**config.mk**
```make
export PLATFORM = sky130hd
export DESIGN_NAME = branch_pred_gshare
export DESIGN_NICKNAME = d
export VERILOG_FILES = /design/src/rtl/branch_pred_gshare.sv
export SDC_FILE = /design/constraint.sdc
export NUM_CORES = 1
export LEC_CHECK = 0
export BUFFER_PORTS_ARGS = -buffer_cell sky130_fd_sc_hd__buf_4
export CORE_MARGIN = 2
export CORE_UTILIZATION = 53
export CTS_CLUSTER_SIZE = 24
export DETAILED_ROUTE_END_ITERATION = 8
export HOLD_SLACK_MARGIN = 0.12
export PLACE_DENSITY_LB_ADDON = 0.12
export SETUP_SLACK_MARGIN = 0.02
export SLEW_MARGIN = 0
export SYNTH_ARGS = -nofsm -noshare
export SYNTH_HDL_FRONTEND = slang
export SYNTH_SLANG_ARGS = --single-unit
```
**constraint.sdc**
```tcl
create_clock -name clk_i -period 8.6 [get_ports clk_i]
set_clock_uncertainty 0.05 [all_clocks]
set_input_delay 0.86 -clock clk_i [delete_from_list [all_inputs] [get_ports clk_i]]
set_output_delay 0.86 -clock clk_i [all_outputs]
set_load 0.02 [all_outputs]
```
**src/rtl/branch_pred_gshare.sv**
```systemverilog
// Gshare branch direction predictor with taken-target adder and an in-flight
// FIFO of prediction snapshots used to train the table and repair history.
module branch_pred_gshare #(
    parameter int HISTORY_BITS = 8,
    parameter int IMM_WIDTH    = 12,
    parameter int INFLIGHT     = 4,
    parameter int USE_GSHARE   = 1
) (
    input  logic                          clk_i,
    input  logic                          reset_i,
    input  logic [31:0]                   program_counter_i,
    input  logic [IMM_WIDTH-1:0]          br_imm_i,
    input  logic                          issuing_branch_i,
    output logic [31:0]                   program_counter_branched_o,
    output logic                          br_taken_o,
    output logic                          inflight_full_o,
    output logic [$clog2(INFLIGHT):0]     inflight_count_o,
    input  logic                          cond_eval_i,
    input  logic                          corr_pred_i
);

    localparam int ENTRIES = 1 << HISTORY_BITS;
    localparam int PTR_W   = $clog2(INFLIGHT);
    localparam int CNT_W   = PTR_W + 1;

    logic [1:0]              pht [ENTRIES];
    logic [HISTORY_BITS-1:0] spec_hist;

    logic [HISTORY_BITS-1:0] fifo_idx  [INFLIGHT];
    logic                    fifo_pred [INFLIGHT];
    logic [HISTORY_BITS-1:0] fifo_hist [INFLIGHT];
    logic [PTR_W-1:0]        head_ptr;
    logic [PTR_W-1:0]        tail_ptr;
    logic [CNT_W-1:0]        count;

    logic [HISTORY_BITS-1:0] idx;
    logic [31:0]             br_offset;
    logic                    resolve_v;
    logic                    actual;
    logic                    mispredict;
    logic                    issue_acc;
    logic [HISTORY_BITS-1:0] head_idx;

    always_comb begin
        idx = spec_hist;
        if (USE_GSHARE != 0) begin
            idx = spec_hist ^ program_counter_i[HISTORY_BITS+1:2];
        end
    end

    assign br_taken_o = pht[idx][1];
    assign br_offset  = {{(30-IMM_WIDTH){br_imm_i[IMM_WIDTH-1]}}, br_imm_i, 2'b00};
    assign program_counter_branched_o = program_counter_i + br_offset;

    // Handshake: issuing_branch_i is a valid whose ready is (!inflight_full_o &&
    // !mispredict); cond_eval_i is a valid that is always taken when count > 0
    // and silently dropped when nothing is in flight.
    assign resolve_v  = cond_eval_i && (count != '0);
    assign actual     = corr_pred_i ? fifo_pred[head_ptr] : ~fifo_pred[head_ptr];
    assign mispredict = resolve_v && !corr_pred_i;
    assign issue_acc  = issuing_branch_i && !inflight_full_o && !mispredict;
    assign head_idx   = fifo_idx[head_ptr];

    assign inflight_count_o = count;
    assign inflight_full_o  = (count == CNT_W'(INFLIGHT));

    always_ff @(posedge clk_i) begin
        if (reset_i) begin
            for (int i = 0; i < ENTRIES; i++) begin
                pht[i] <= 2'b01;
            end
            spec_hist <= '0;
            head_ptr  <= '0;
            tail_ptr  <= '0;
            count     <= '0;
        end else begin
            // Training reads the pre-write counter; new value is seen next cycle.
            if (resolve_v) begin
                if (actual && pht[head_idx] != 2'b11) begin
                    pht[head_idx] <= pht[head_idx] + 2'd1;
                end else if (!actual && pht[head_idx] != 2'b00) begin
                    pht[head_idx] <= pht[head_idx] - 2'd1;
                end
            end

            if (mispredict) begin
                // Rebuild history from the snapshot taken when the branch issued.
                spec_hist <= {fifo_hist[head_ptr][HISTORY_BITS-2:0], actual};
                head_ptr  <= '0;
                tail_ptr  <= '0;
                count     <= '0;
            end else begin
                if (issue_acc) begin
                    fifo_idx[tail_ptr]  <= idx;
                    fifo_pred[tail_ptr] <= br_taken_o;
                    fifo_hist[tail_ptr] <= spec_hist;
                    tail_ptr            <= tail_ptr + PTR_W'(1);
                    spec_hist           <= {spec_hist[HISTORY_BITS-2:0], br_taken_o};
                end
                if (resolve_v) begin
                    head_ptr <= head_ptr + PTR_W'(1);
                end
                count <= count + CNT_W'(issue_acc) - CNT_W'(resolve_v);
            end
        end
    end

endmodule

```
# Word level (Yosys, flattened, before mapping)
# Memories as Yosys holds them, arrays and structs flattened. A register that Yosys moved wholly into a read port is not among the register bits.
# Cells that the tools add are included.
totals:
  reg_bits: 15
  mem_bits_rw: 580
  input_bits: 49
  n_memories: 4
classes:
  add_sub_neg: 7
  n_eq_ne: 2
  muxes: 28
  bitwise_logic: 3
  n_reduce_logical: 15
mem_list:
  columns: ["memory", "words", "word_bits", "rd", "rd_clocked_by_memory_dff", "wr", "line_no", "rtl"]
  rows:
  - ["pht", 256, 2, 2, 0, 256, "26", "logic [1:0] pht [ENTRIES];"]
  - ["fifo_hist", 4, 8, 1, 1, 1, "31", "logic [HISTORY_BITS-1:0] fifo_hist [INFLIGHT];"]
  - ["fifo_idx", 4, 8, 1, 1, 1, "29", "logic [HISTORY_BITS-1:0] fifo_idx [INFLIGHT];"]
  - ["fifo_pred", 4, 1, 1, 1, 1, "30", "logic fifo_pred [INFLIGHT];"]
ops:
  columns: ["cell", "count"]
  rows:
  - ["adder 32 bit", 1]
  - ["2-to-1 mux 8 bit", 3]
  - ["2-to-1 mux 1 bit", 17]
  - ["2-to-1 mux 2 bit", 8]
  - ["XOR 8 bit", 1]
  - ["adder 2 x 1 -> 2 bit (second input constant)", 3]
  - ["logical AND 1 bit", 6]
  - ["zero test 1 bit", 4]
  - ["nonzero test 2 bit", 2]
  - ["OR reduction 2 bit", 2]
  - ["adder 3 x 1 -> 3 bit", 1]
  - ["== test 3 bit (second input constant)", 1]
  - ["nonzero test 3 bit", 1]
  - ["subtractor 3 x 1 -> 3 bit", 1]
  - ["inequality test 2 bit (second input constant)", 1]
  - ["subtractor 2 x 1 -> 2 bit (second input constant)", 1]
  - ["inverter 1 bit", 1]
  - ["OR 1 bit", 1]

# Depth between registers and ports, before layout
logic_depth:
  depth_word: 12
  ltp_mapped: 19

# Worst setup path before layout
# OpenSTA, ideal clock, no wires.
synth_path:
  path_kind: "input port to output port"
  startpoint: "input program_counter_i[2]"
  endpoint: "output br_taken_o"
  arrival_ns: 4.231
  setup_slack_ns: 3.459
  stages: 9
  cell_sequence: "xor2_1 > buf_1 > clkbuf_1 > buf_2 > mux4_2 > mux4_2 > mux4_2 > mux2i_1 > a21oi_1"
synth_via:
  elab_chain_cells: 2
synth_lines:
  columns: ["element", "line_no", "rtl"]
  rows:
  - ["from (decl)", "11", "input logic [31:0] program_counter_i,"]
  - ["XOR 8 bit", "47", "idx = spec_hist ^ program_counter_i[HISTORY_BITS+1:2];"]
  - ["net idx[0]", "36", "logic [HISTORY_BITS-1:0] idx;"]
  - ["memory read (256 x 2 bit)", null, null]
  - ["to (decl)", "15", "output logic br_taken_o,"]
# The timed path passes the listed nets, and every way through them passes these cells.

==> flow_metrics.py <==
metrics = {
    "finish": {
        "area.growth.synth_to_final_pct": 9.30,
        "final_nets": 2745,
        "layout_common_cells": "edfxtp_1, nand2_1, mux2i_1",
        "drive_gt1_share_pct": 18.3,
        "final_common_cell": "edfxtp_1",
        "fin_cells": 3558,
        "fillerInstances": 5067,
        "multi_input_area_um2": 14300,
        "seq_area_um2": 17600,
    },
    "synthesis": {
        "ys_async_sr_fraction_pct": 0,
        "synth_area_per_cell_um2": 12.2,
        "ys_seq_area_share_pct": 52.8,
        "syn-cell-area_um2": 33400,
        "synth_cell_types": 72,
        "ys.flop_type": "edfxtp_1",
        "yosys_register_bits": 593,
        "synth_fp_nets": 2827,
        "synth_cells": 2741,
        "synth_edf_count": 576,
        "yosysWarningCount": 0,
    },
    "route": {
        "wl_um": 107000,
        "ant_nets": 0,
        "drt_iter0_drc": 3282,
        "via_count": 24291,
        "routedWlPerCell_um": 30.1,
        "drtPass1Iterations": 6,
        "drc": 0,
        "via_per_inst": 6.83,
    },
    "pwr": {
        "power_mw": 11.5,
        "leakagePower_nw": 11.3,
        "pwr_density_cell_nw_per_um2": 316,
        "irDropWorstVdd_mv": 1.46,
    },
    "clocking": {
        "clock_latency_ns": 0.63,
        "clock-sinks": 593,
        "numCtsBuffers": 67,
        "ctsResizeCount": 0,
        "ctsRootBufferMaster": "clkbuf_16",
        "cts_tree": "done",
        "holdBufCountCts": 0,
        "clock_path_buffers": 3,
        "clkTransAtPathRegs_ns": 0.06,
        "htreeDepth": 3,
        "post_cts_buffers": 0,
    },
    "worst_setup_path": {
        "critPathSlowestCell": "mux4_4",
        "worstPathArrival_ns": 7.41,
        "cpPeakStageDelay_ns": 1.08,
        "crit_fanout": 47,
        "criticalPathCategory": "reg2reg",
        "start_kind": "flip-flop",
        "critPathMostFrequentCell": "a2111oi_0",
        "critPathRequiredTime_ns": 8.84,
        "critPathTopFamily": "compound AO/OA/AOI/OAI gates",
        "worstPathCellList": "mux4_4, buf_4, mux2i_1, a2111oi_0, a2111oi_0, o2bb2ai_1, or2_2, o21ai_2, nand3_2, o21bai_1",
        "crit_buf_inv": 1,
        "end_kind": "flip-flop",
    },
    "floorplanning": {
        "core.rowCount": 92,
        "dieArea_um2": 65000,
        "start_util_pct": 53.2,
        "die_h_um": 255,
        "core_um2": 62700,
        "io_pins": 86,
        "die_w_um": 255,
    },
    "global_route": {
        "grt_max_degree": 174,
        "gr-usage-all-layers_pct": 33.2,
        "grt_overflow": 0,
        "grt_pass1_wl_um": 156000,
        "antenna_found_initial": 0,
        "first_global_vias": 23493,
    },
    "placed_design": {
        "dp_slack_ns": 1.56,
        "gp_congestion": 0.956,
        "place_inst": 3435,
        "io_buffers": 81,
        "dp_hpwl_um": 65300,
    },
    "outcome": {
        "status": "finished clean",
    },
    "timing": {
        "hold_viol": 0,
        "slew_viol_final": 0,
        "maxSlewHeadroom_pct": 15.0,
        "finalSetupTns_ns": 0,
        "setup_viol": 0,
        "fin_crit_ns": 7.17,
        "timing.final.ws_setup_ns": 1.43,
        "min_period_over_period_pct": 83.4,
        "grt_setup_unrepaired": "false",
        "tightestPinTransition_ns": 1.27,
        "fmax_mhz": 139,
    },
    "flow_run": {
        "drv_cap": 0,
    },
    "hold_path": {
        "hp-class": "reg2reg",
    },
}
## final cells by class
class	count	area share, %
Multi-Input combinational cell	1829	39.2
Clock inverter	43	1.37
Clock buffer	77	4.70
Tap cell	846	2.90
Sequential cell	593	48.3
Antenna cell	2	0.0137
Inverter	17	0.175
Timing Repair Buffer	151	3.36
## routing by layer
| layer | GRT usage (%) | share of wire [%] | up-vias |
|---|---|---|---|
| li1 | - | - | 10213 |
| met1 | 46.0 | 39 | 12189 |
| met2 | 51.3 | 46 | 1604 |
| met3 | 5.82 | 11 | 285 |
| met4 | 15.5 | 4.8 | 0 |
| met5 | 0 | 0 | - |
## state kept, by name (all words and copies together), names as in the netlist, named ones only
| name | flops |
|---|---|
| head_ptr | 2 |
| pht | 512 |
| fifo_hist | 28 |
| fifo_idx | 32 |
| spec_hist | 8 |
| tail_ptr | 2 |
| inflight_count_o | 3 |
| fifo_pred | 4 |
## tightest hold or removal path: stages, from the launching register on
cell and delay, ns:
dfxtp_1 0.32, xor2_1 0.06, nor2_1 0.11
## synthesized netlist by cell type (5+ instances only)
cell type	instances	area share [%]
nand3_2	6	0.18
and3_1	10	0.19
a31oi_1	6	0.11
o21ai_0	24	0.36
buf_4	20	0.45
a21o_1	18	0.40
buf_6	27	0.91
a211oi_1	60	1.3
clkbuf_1	180	2.0
and2_1	23	0.43
nand2_1	324	3.6
nand4_1	7	0.13
buf_2	51	0.76
ha_1	35	1.3
a21oi_1	25	0.37
inv_1	17	0.19
xor2_1	19	0.50
nor3_1	208	3.1
a22oi_1	26	0.58
dfxtp_1	17	1.0
nand3_1	33	0.49
nor4_1	10	0.19
mux2_2	14	0.47
nor2_1	129	1.4
a31o_2	34	0.89
nand3_4	11	0.58
mux2i_1	258	7.7
nor3_2	45	1.3
a2111oi_0	8	0.21
nand2b_1	15	0.28
o21bai_1	228	5.1
edfxtp_1	576	52
xnor2_1	23	0.60
buf_1	23	0.26
nor2b_1	38	0.71
a32oi_1	5	0.13
mux4_2	112	7.6
## cells by family (layout without fill, tap and decap cells)
kind of cell | after synthesis | count (layout) | synth area share (%)
xor+xnor | 42 | 42 | 1.10
simple gates | 882 | 882 | 13.3
buf+inv | 319 | 288 | 4.66
compound gates | 484 | 484 | 10.9
mux | 384 | 384 | 15.8
other cells | 0 | 2 | 0
flops | 593 | 593 | 52.8
fa+ha+maj | 37 | 37 | 1.43
## final timing paths
| path | to | slack [ns] | depth (start not counted) | start |
|---|---|---|---|---|
| max reg2reg | pht[39][0] | 1.43 | 10 | flip-flop |
| max | pht[39][0] | 1.43 | 10 | flip-flop |
| min reg2reg | flip-flop | 0.49 | 2 | head_ptr[1] |
| min | flip-flop | 0.49 | 2 | head_ptr[1] |
## metrics by stage
step	utilization [%]	area (um2)	hold slack, ns
after floorplan	-	33400	0.435
after global placement	54.6	34300	0.459
after detailed placement	54.6	34300	0.479
after CTS	58.2	36500	0.492
after global routing	58.2	36500	0.506
final	58.2	36500	0.487
## power by group
| part | switching (mW) | internal, mW |
|---|---|---|
| Combinational | 3.78 | 1.44 |
| Sequential | 0.0781 | 3.28 |
| Clock | 1.23 | 1.72 |
Power figures use the tool's default switching activity.
